[src/rtl/pipelined_cla_adder.sv]
// Two-stage pipelined carry-lookahead adder with valid/ready handshake on both sides.
// Stage 1 registers propagate/generate terms; stage 2 resolves carries and registers sum and flags.
module pipelined_cla_adder #(
  parameter int WIDTH = 16,
  parameter int GROUP = 4
) (
  input  logic             clk_in,
  input  logic             rst_n_in,
  input  logic             valid_in,
  output logic             ready_out,
  input  logic [WIDTH-1:0] a_in,
  input  logic [WIDTH-1:0] b_in,
  input  logic             c_in,
  output logic             valid_out,
  input  logic             ready_in,
  output logic [WIDTH-1:0] sum_out,
  output logic             c_out,
  output logic             ovf_out,
  output logic             zero_out
);

  localparam int NGROUP = WIDTH / GROUP;

  logic             s1_valid_r;
  logic [WIDTH-1:0] p_r;
  logic [WIDTH-1:0] g_r;
  logic             cin_r;

  logic             out_adv_s;
  logic             s1_adv_s;
  logic             accept_s;
  logic [WIDTH-1:0] sum_s;
  logic             cout_s;
  logic             ovf_s;
  logic             zero_s;

  // Handshake: no skid buffer, so ready_out looks straight through to ready_in.
  always_comb begin
    out_adv_s = !valid_out || ready_in;
    s1_adv_s  = s1_valid_r && out_adv_s;
    ready_out = !s1_valid_r || s1_adv_s;
    accept_s  = valid_in && ready_out;
  end

  // Two-level look-ahead: group PG/GG feed the group carry-ins, then carries ripple inside each group.
  always_comb begin : carry_tree
    logic [NGROUP-1:0] pg_v;
    logic [NGROUP-1:0] gg_v;
    logic [NGROUP:0]   gc_v;
    logic [WIDTH:0]    cv;
    pg_v = {NGROUP{1'b0}};
    gg_v = {NGROUP{1'b0}};
    gc_v = {(NGROUP+1){1'b0}};
    cv   = {(WIDTH+1){1'b0}};
    for (int j = 0; j < NGROUP; j++) begin
      pg_v[j] = 1'b1;
      gg_v[j] = 1'b0;
      for (int i = 0; i < GROUP; i++) begin
        pg_v[j] = pg_v[j] & p_r[j*GROUP+i];
        gg_v[j] = g_r[j*GROUP+i] | (p_r[j*GROUP+i] & gg_v[j]);
      end
    end
    gc_v[0] = cin_r;
    for (int j = 0; j < NGROUP; j++) begin
      gc_v[j+1] = gg_v[j] | (pg_v[j] & gc_v[j]);
    end
    // Group boundaries take the look-ahead carry rather than the in-group ripple.
    for (int j = 0; j < NGROUP; j++) begin
      cv[j*GROUP] = gc_v[j];
      for (int i = 0; i < GROUP - 1; i++) begin
        cv[j*GROUP+i+1] = g_r[j*GROUP+i] | (p_r[j*GROUP+i] & cv[j*GROUP+i]);
      end
    end
    cv[WIDTH] = gc_v[NGROUP];
    sum_s  = p_r ^ cv[WIDTH-1:0];
    cout_s = cv[WIDTH];
    ovf_s  = cv[WIDTH] ^ cv[WIDTH-1];
    zero_s = (sum_s == {WIDTH{1'b0}});
  end

  // Stage 1: capture propagate/generate and carry-in on accept.
  always_ff @(posedge clk_in or negedge rst_n_in) begin
    if (!rst_n_in) begin
      s1_valid_r <= 1'b0;
      p_r        <= {WIDTH{1'b0}};
      g_r        <= {WIDTH{1'b0}};
      cin_r      <= 1'b0;
    end else if (accept_s) begin
      s1_valid_r <= 1'b1;
      p_r        <= a_in ^ b_in;
      g_r        <= a_in & b_in;
      cin_r      <= c_in;
    end else if (s1_adv_s) begin
      s1_valid_r <= 1'b0;
    end
  end

  // Stage 2: output slot; a bubble clears valid_out only when the slot drains.
  always_ff @(posedge clk_in or negedge rst_n_in) begin
    if (!rst_n_in) begin
      valid_out <= 1'b0;
      sum_out   <= {WIDTH{1'b0}};
      c_out     <= 1'b0;
      ovf_out   <= 1'b0;
      zero_out  <= 1'b0;
    end else if (out_adv_s) begin
      valid_out <= s1_valid_r;
      if (s1_valid_r) begin
        sum_out  <= sum_s;
        c_out    <= cout_s;
        ovf_out  <= ovf_s;
        zero_out <= zero_s;
      end
    end
  end

endmodule

[config.mk]
export PLATFORM = sky130hd
export DESIGN_NAME = pipelined_cla_adder
export DESIGN_NICKNAME = d
export VERILOG_FILES = /design/src/rtl/pipelined_cla_adder.sv
export SDC_FILE = /design/constraint.sdc
export NUM_CORES = 1
export LEC_CHECK = 0
export CORE_MARGIN = 10
export CORE_UTILIZATION = 45
export CTS_BUF_LIST = sky130_fd_sc_hd__clkbuf_8
export DETAILED_ROUTE_END_ITERATION = 10
export HOLD_SLACK_MARGIN = 0.12
export PLACE_DENSITY = 0.72
export SYNTH_ARGS = -nofsm -noshare
export SYNTH_HDL_FRONTEND = slang
export SYNTH_SLANG_ARGS = --single-unit
export TNS_END_PERCENT = 100
[constraint.sdc]
create_clock -name clk_in -period 3.9 [get_ports clk_in]
set_input_delay 0.39 -clock clk_in [delete_from_list [all_inputs] [get_ports clk_in]]
set_output_delay 0.39 -clock clk_in [all_outputs]
set_load 0.01 [all_outputs]
== Word-level counts from Yosys, hierarchy flattened ==
Cells that the tools add are included.

* Bitwise operators: 72
* Muxes and demuxes: 2
* Reduce and logical (&&, ||, !) cells: 9

{| class="wikitable"
|+ Operators with widths
! operator !! number
|-
| $and 1x1->1 || 40
|-
| $xor 16x16->16 || 2
|-
| $or 1x1->1 || 28
|-
| $and 16x16->16 || 1
|-
| $logic_not 16->1 || 1
|-
| $logic_and 1x1->1 || 2
|-
| $logic_not 1->1 || 2
|-
| $logic_or 1x1->1 || 2
|-
| $mux 1 || 2
|-
| $reduce_and 2->1 || 1
|-
| $reduce_bool 2->1 || 1
|-
| $xor 1x1->1 || 1
|}

* Output and inout bits: 21
* Bits of input ports: 37
* Word-level logic and storage cells: 92
* Register bits after elaboration: 54

== Logic depth before layout (Yosys ltp) ==
* Depth in word-level cells: 19
* Mapped depth: 13
* Mapped depth without buffers: 13

== Worst setup path before layout ==
OpenSTA, ideal clock, no wires.

* Path kind: register -> register
* From: reg cin_r
* To: reg ovf_out
* Path buffers: 0
* Slack: 1.151 ns
* Arrival time: 2.678 ns
* Library setup time: 0.071 ns
* Clock period less this slack: 2.749 ns
* Stages on the path, launching flop included: 13
* Required time: 3.829 ns
* Cell sequence: dfrtp_1 -> a41oi_1 -> o221ai_1 -> nand2_1 -> nand2_1 -> ha_1 -> or2_2 -> ha_1 -> or2_2 -> ha_1 -> or4_1 -> a21o_1 -> nand4_1

* Cells in the longest elaborated chain, start to end: 13
* Elaborated cells on any way between the ends: 15
* Those cells by class: bitwise: 15

{| class="wikitable"
|+ Ends and longest elaborated chain
! element !! line !! text
|-
| from (decl) || 27 || <nowiki>logic cin_r;</nowiki>
|-
| from (signal assigned) || 92 || <nowiki>cin_r <= c_in;</nowiki>
|-
| $and 1x1->1 * || 65 || <nowiki>gc_v[j+1] = gg_v[j] | (pg_v[j] & gc_v[j]);</nowiki>
|-
| $or 1x1->1 * || 65 ||
|-
| $and 1x1->1 * || 65 ||
|-
| $or 1x1->1 * || 65 ||
|-
| $and 1x1->1 * || 65 ||
|-
| $or 1x1->1 * || 65 ||
|-
| $and 1x1->1 || 71 || <nowiki>cv[j*GROUP+i+1] = g_r[j*GROUP+i] | (p_r[j*GROUP+i] & cv[j*GROUP+i]);</nowiki>
|-
| $or 1x1->1 || 71 ||
|-
| $and 1x1->1 || 71 ||
|-
| $or 1x1->1 || 71 ||
|-
| $and 1x1->1 || 71 ||
|-
| $or 1x1->1 || 71 ||
|-
| $xor 1x1->1 * || 77 || <nowiki>ovf_s = cv[WIDTH] ^ cv[WIDTH-1];</nowiki>
|-
| to (signal assigned) || 111 || <nowiki>ovf_out <= ovf_s;</nowiki>
|-
| to (decl) || 18 || <nowiki>output logic ovf_out,</nowiki>
|}

Mark *: on every way between the ends. The rest lies on a longest branch, timed or not.
A chain may end at the register's enable or synchronous reset.

== Final worst setup path ==
* From: reg p_r[5]
* To: reg zero_out

* Cells in the longest elaborated chain, start to end: 17
* Elaborated cells on any way between the ends: 31
* Those cells by class: bitwise: 30; reduce/logical: 1

{| class="wikitable"
|+ Ends and longest elaborated chain
! element !! line !! text
|-
| from (decl) || 25 || <nowiki>logic [WIDTH-1:0] p_r;</nowiki>
|-
| from (signal assigned) || 85 || <nowiki>p_r <= {WIDTH{1'b0}};</nowiki>
|-
| from (signal assigned) || 90 || <nowiki>p_r <= a_in ^ b_in;</nowiki>
|-
| $and 1x1->1 || 60 || <nowiki>gg_v[j] = g_r[j*GROUP+i] | (p_r[j*GROUP+i] & gg_v[j]);</nowiki>
|-
| $or 1x1->1 || 60 ||
|-
| $and 1x1->1 || 60 ||
|-
| $or 1x1->1 || 60 ||
|-
| $and 1x1->1 || 60 ||
|-
| $or 1x1->1 || 60 ||
|-
| $or 1x1->1 || 65 ||
|-
| $and 1x1->1 || 65 ||
|-
| $or 1x1->1 || 65 ||
|-
| $and 1x1->1 || 71 ||
|-
| $or 1x1->1 || 71 ||
|-
| $and 1x1->1 || 71 ||
|-
| $or 1x1->1 || 71 ||
|-
| $and 1x1->1 || 71 ||
|-
| $or 1x1->1 || 71 ||
|-
| $xor 16x16->16 * || 75 || <nowiki>sum_s = p_r ^ cv[WIDTH-1:0];</nowiki>
|-
| $logic_not 16->1 * || 78 || <nowiki>zero_s = (sum_s == {WIDTH{1'b0}});</nowiki>
|-
| to (signal assigned) || 112 || <nowiki>zero_out <= zero_s;</nowiki>
|-
| to (decl) || 19 || <nowiki>output logic zero_out</nowiki>
|}

Marked as above.

==> impl_results.md <==
* Leakage power at 1.56 nW
* Internal power at roughly 0.0013 W
* Max Slew Vio Count at 0
* I/O pins at 58
* Largest net degree at the start of global routing at 55
* Relative slew slack at 0.554
* Combinational Power Share at 0.348
* Fillers at 508
* Worst endpoint required time at 4.13 ns
* Sequential area share after synthesis at 0.501
* Layout Skew at roughly 0.012 ns
* Share of cells above drive strength 1 at 0.242
* Synthesis-stage register bit count at 54
* Critical Path Fanout Max at 4
* Fin crit share at 0.795
* Clk buf depth at 2
* Floorplan core area at 5890 um2
* Hold/Removal Path Class: in -> async
* Antenna-violating nets left at 0
* H-tree Lvls at 2
* Rows at 28
* Routed vias at 1778
* Seq pwr share at 0.444
* Max rail drop VDD at 0.277 mV
* Drc violations at 0
* N_diodes at 0
* CTS Sinks at 54
* P_sw at 0.000553 W
* Yosys warnings at 0
* Drt initial violations at 53
* Tmin final at 3.10 ns
* Design area at around 3500 um2
* Placement Setup Slack at 0.832 ns
* Synthesized area at 2700 um2
* Crit. Startpoint: p_r[5]
* CTS resizes at 0
* TritonCTS clock tree: yes
* Total CTS buffers at 5
* Status: finished clean
* Grt ovf at 0
* Fin. Hold Viols at 0
* Multi-input logic area at around 1300 um2
* Nets at around 340
* Clock Pin Slew Worst Setup and Hold Paths at ~0.10 ns
* Synth area leaders: dfrtp_1 (50%), mux2_2 (19%), ha_1 (13%)
* Sw frac at 0.303
* Pwr/cell area at around 530 nW/um2
* Finish-stage setup viols at 0
* Area after DPL at 3340 um2
* Root Driver: clkbuf_8
* Worst-Margin Slew at between 0.6 and 0.7 ns
* Highest clock rate at between 300 and 400 MHz
* Port bufs at 57
* Global-route wire length before repair at 9.27 mm
* Initial core utilization at 0.458
* Cell taking the most area after synthesis: dfrtp_1
* Crit path DAT at 3.33 ns
* Routed vias/inst at 5.11
* Clk network pwr share at 0.208
* Syn-to-layout area delta at 28.0%
* CP Class: reg -> reg
* Post-CTS Hold Fix Bufs at 0
* Die footprint at 9490 um2
* Critical Path Start Type: flop
* Antenna violations before repair at 0
* Worst skew pair latency at 0.31 ns
* Aggregate global-route resource usage at 0.117
* Critical R2R Launch: p_r[5]
* WL final at 5.56 mm
* Setup Fix Bufs, Post-CTS at 0
* First drt pass iteration count at 4
* Post-Syn Nets at 276
* Final worst slack at 0.799 ns
* Wirelength per Cell at roughly 16 um
* Average size of a mapped cell at 12.8 um2
* Vias in the first global route at 1914
* RSZ-0062 raised after global routing: false
* DP HPWL at between 4 and 5 mm
* Yosys top cell area share at 0.501
* Top Registers: g_r: 16 flops, p_r: 16 flops, sum_out: 16 flops
* FF/Latch Area at ~1400 um2
* Synth unique cells at 30
* Die X at slightly below 100 um
* RD Place Congestion at around 0.76
* Critical Path Sink Type: flop
* Syn Inst Count at approximately 210
* Maxcap violations at 0
* Final setup TNS at 0 ns
* Die H at approximately 97 um
## synth_stat cells, drive strengths merged
master,n
o221ai,1
a41oi,1
mux2,45
nand2,13
xor2,3
nand4,6
a21oi,9
a2bb2oi,1
nand2b,4
or2b,1
or4,1
dfrtp,54
a2111oi,1
buf,4
nand3,3
or2,8
nand4b,1
a21o,3
nor4,3
xnor2,1
o31ai,1
clkbuf,1
o21ai,6
nand3b,1
nor2,6
ha,28
inv,5
## metal layers
metal	part of all wire	global-route usage
met1	0.45	0.141
met2	0.47	0.188
met3	0.064	0.0413
met4	0.011	0.0403
met5	0	0
## power by group through the flow
stage | combinational [W] | clock, W | sequential [W]
2_1_floorplan | 0.000291 | 0 | 0.000836
4_1_cts | 0.000648 | 0.000390 | 0.000812
6_report | 0.000635 | 0.000379 | 0.000810
5_1_grt | 0.000701 | 0.000417 | 0.000830
3_3_place_gp | 0.000633 | 0 | 0.000820
3_5_place_dp | 0.000646 | 0 | 0.000822
## worst max-delay path: stages, from the launching register on
cell and delay, ns:
dfrtp_1 0.43, a21oi_1 0.15, o21ai_0 0.13, a21oi_1 0.35, nand2_1 0.10, ha_1 0.19, or2_2 0.27, ha_1 0.17
or2_2 0.27, ha_1 0.20, nor2_1 0.19, xor2_1 0.23, nand4_1 0.13, o31ai_1 0.20
## cell type report
class,count,area share
sequential,54,0.391
inverter,5,0.00543
timing repair buffer,59,0.168
clock inverter,3,0.0127
multi-input combinational,147,0.375
clock buffer,5,0.0199
tap,75,0.0272
## cells by family (layout without fill, tap and decap cells)
logic type / Yosys count / in the layout / share of synthesized area
compound gates: 23 / 23 / 0.0520
xor+xnor: 4 / 4 / 0.0130
fa+ha+maj: 28 / 28 / 0.130
buf+inv: 10 / 72 / 0.0185
flops: 54 / 54 / 0.501
mux: 45 / 45 / 0.188
simple gates: 47 / 47 / 0.0979
## cells in the final DEF (no fill, tap or decap), types with 2 or more instances in the layout
master	count
dfrtp_1	54
nand2_1	12
inv_1	5
nand2b_1	3
nor2_1	6
xor2_1	3
a21oi_1	9
or2_2	8
o21ai_0	6
ha_1	28
nand3_1	3
a21o_1	3
mux2_2	45
clkdlybuf4s50_1	56
nand4_1	6
clkbuf_8	5
buf_4	2
nor4_1	3
## through the flow
stage | hold slack, ns | util | total power (W) | cells
after floorplan | 0.0944 | - | 0.00113 | 211
final | 0.189 | 0.587 | 0.00182 | 348
after global placement | 0.464 | 0.568 | 0.00145 | 340
after global routing | 0.234 | 0.587 | 0.00195 | 348
after CTS | 0.213 | 0.587 | 0.00185 | 348
after detailed placement | 0.475 | 0.568 | 0.00147 | 340
## path summary, 6_finish.rpt
check                              end  depth (start not counted)  slack, ns
setup / recovery              zero_out                         13       0.80
hold / removal               valid_out                          2       0.19
setup reg to reg              zero_out                         13       0.80
hold reg to reg            sum_out[15]                          2       0.50
max in group asynchronous   sum_out[8]                          2       3.26
min in group clk_in        sum_out[15]                          2       0.50
No activity file was read; power rests on OpenSTA's default activity.
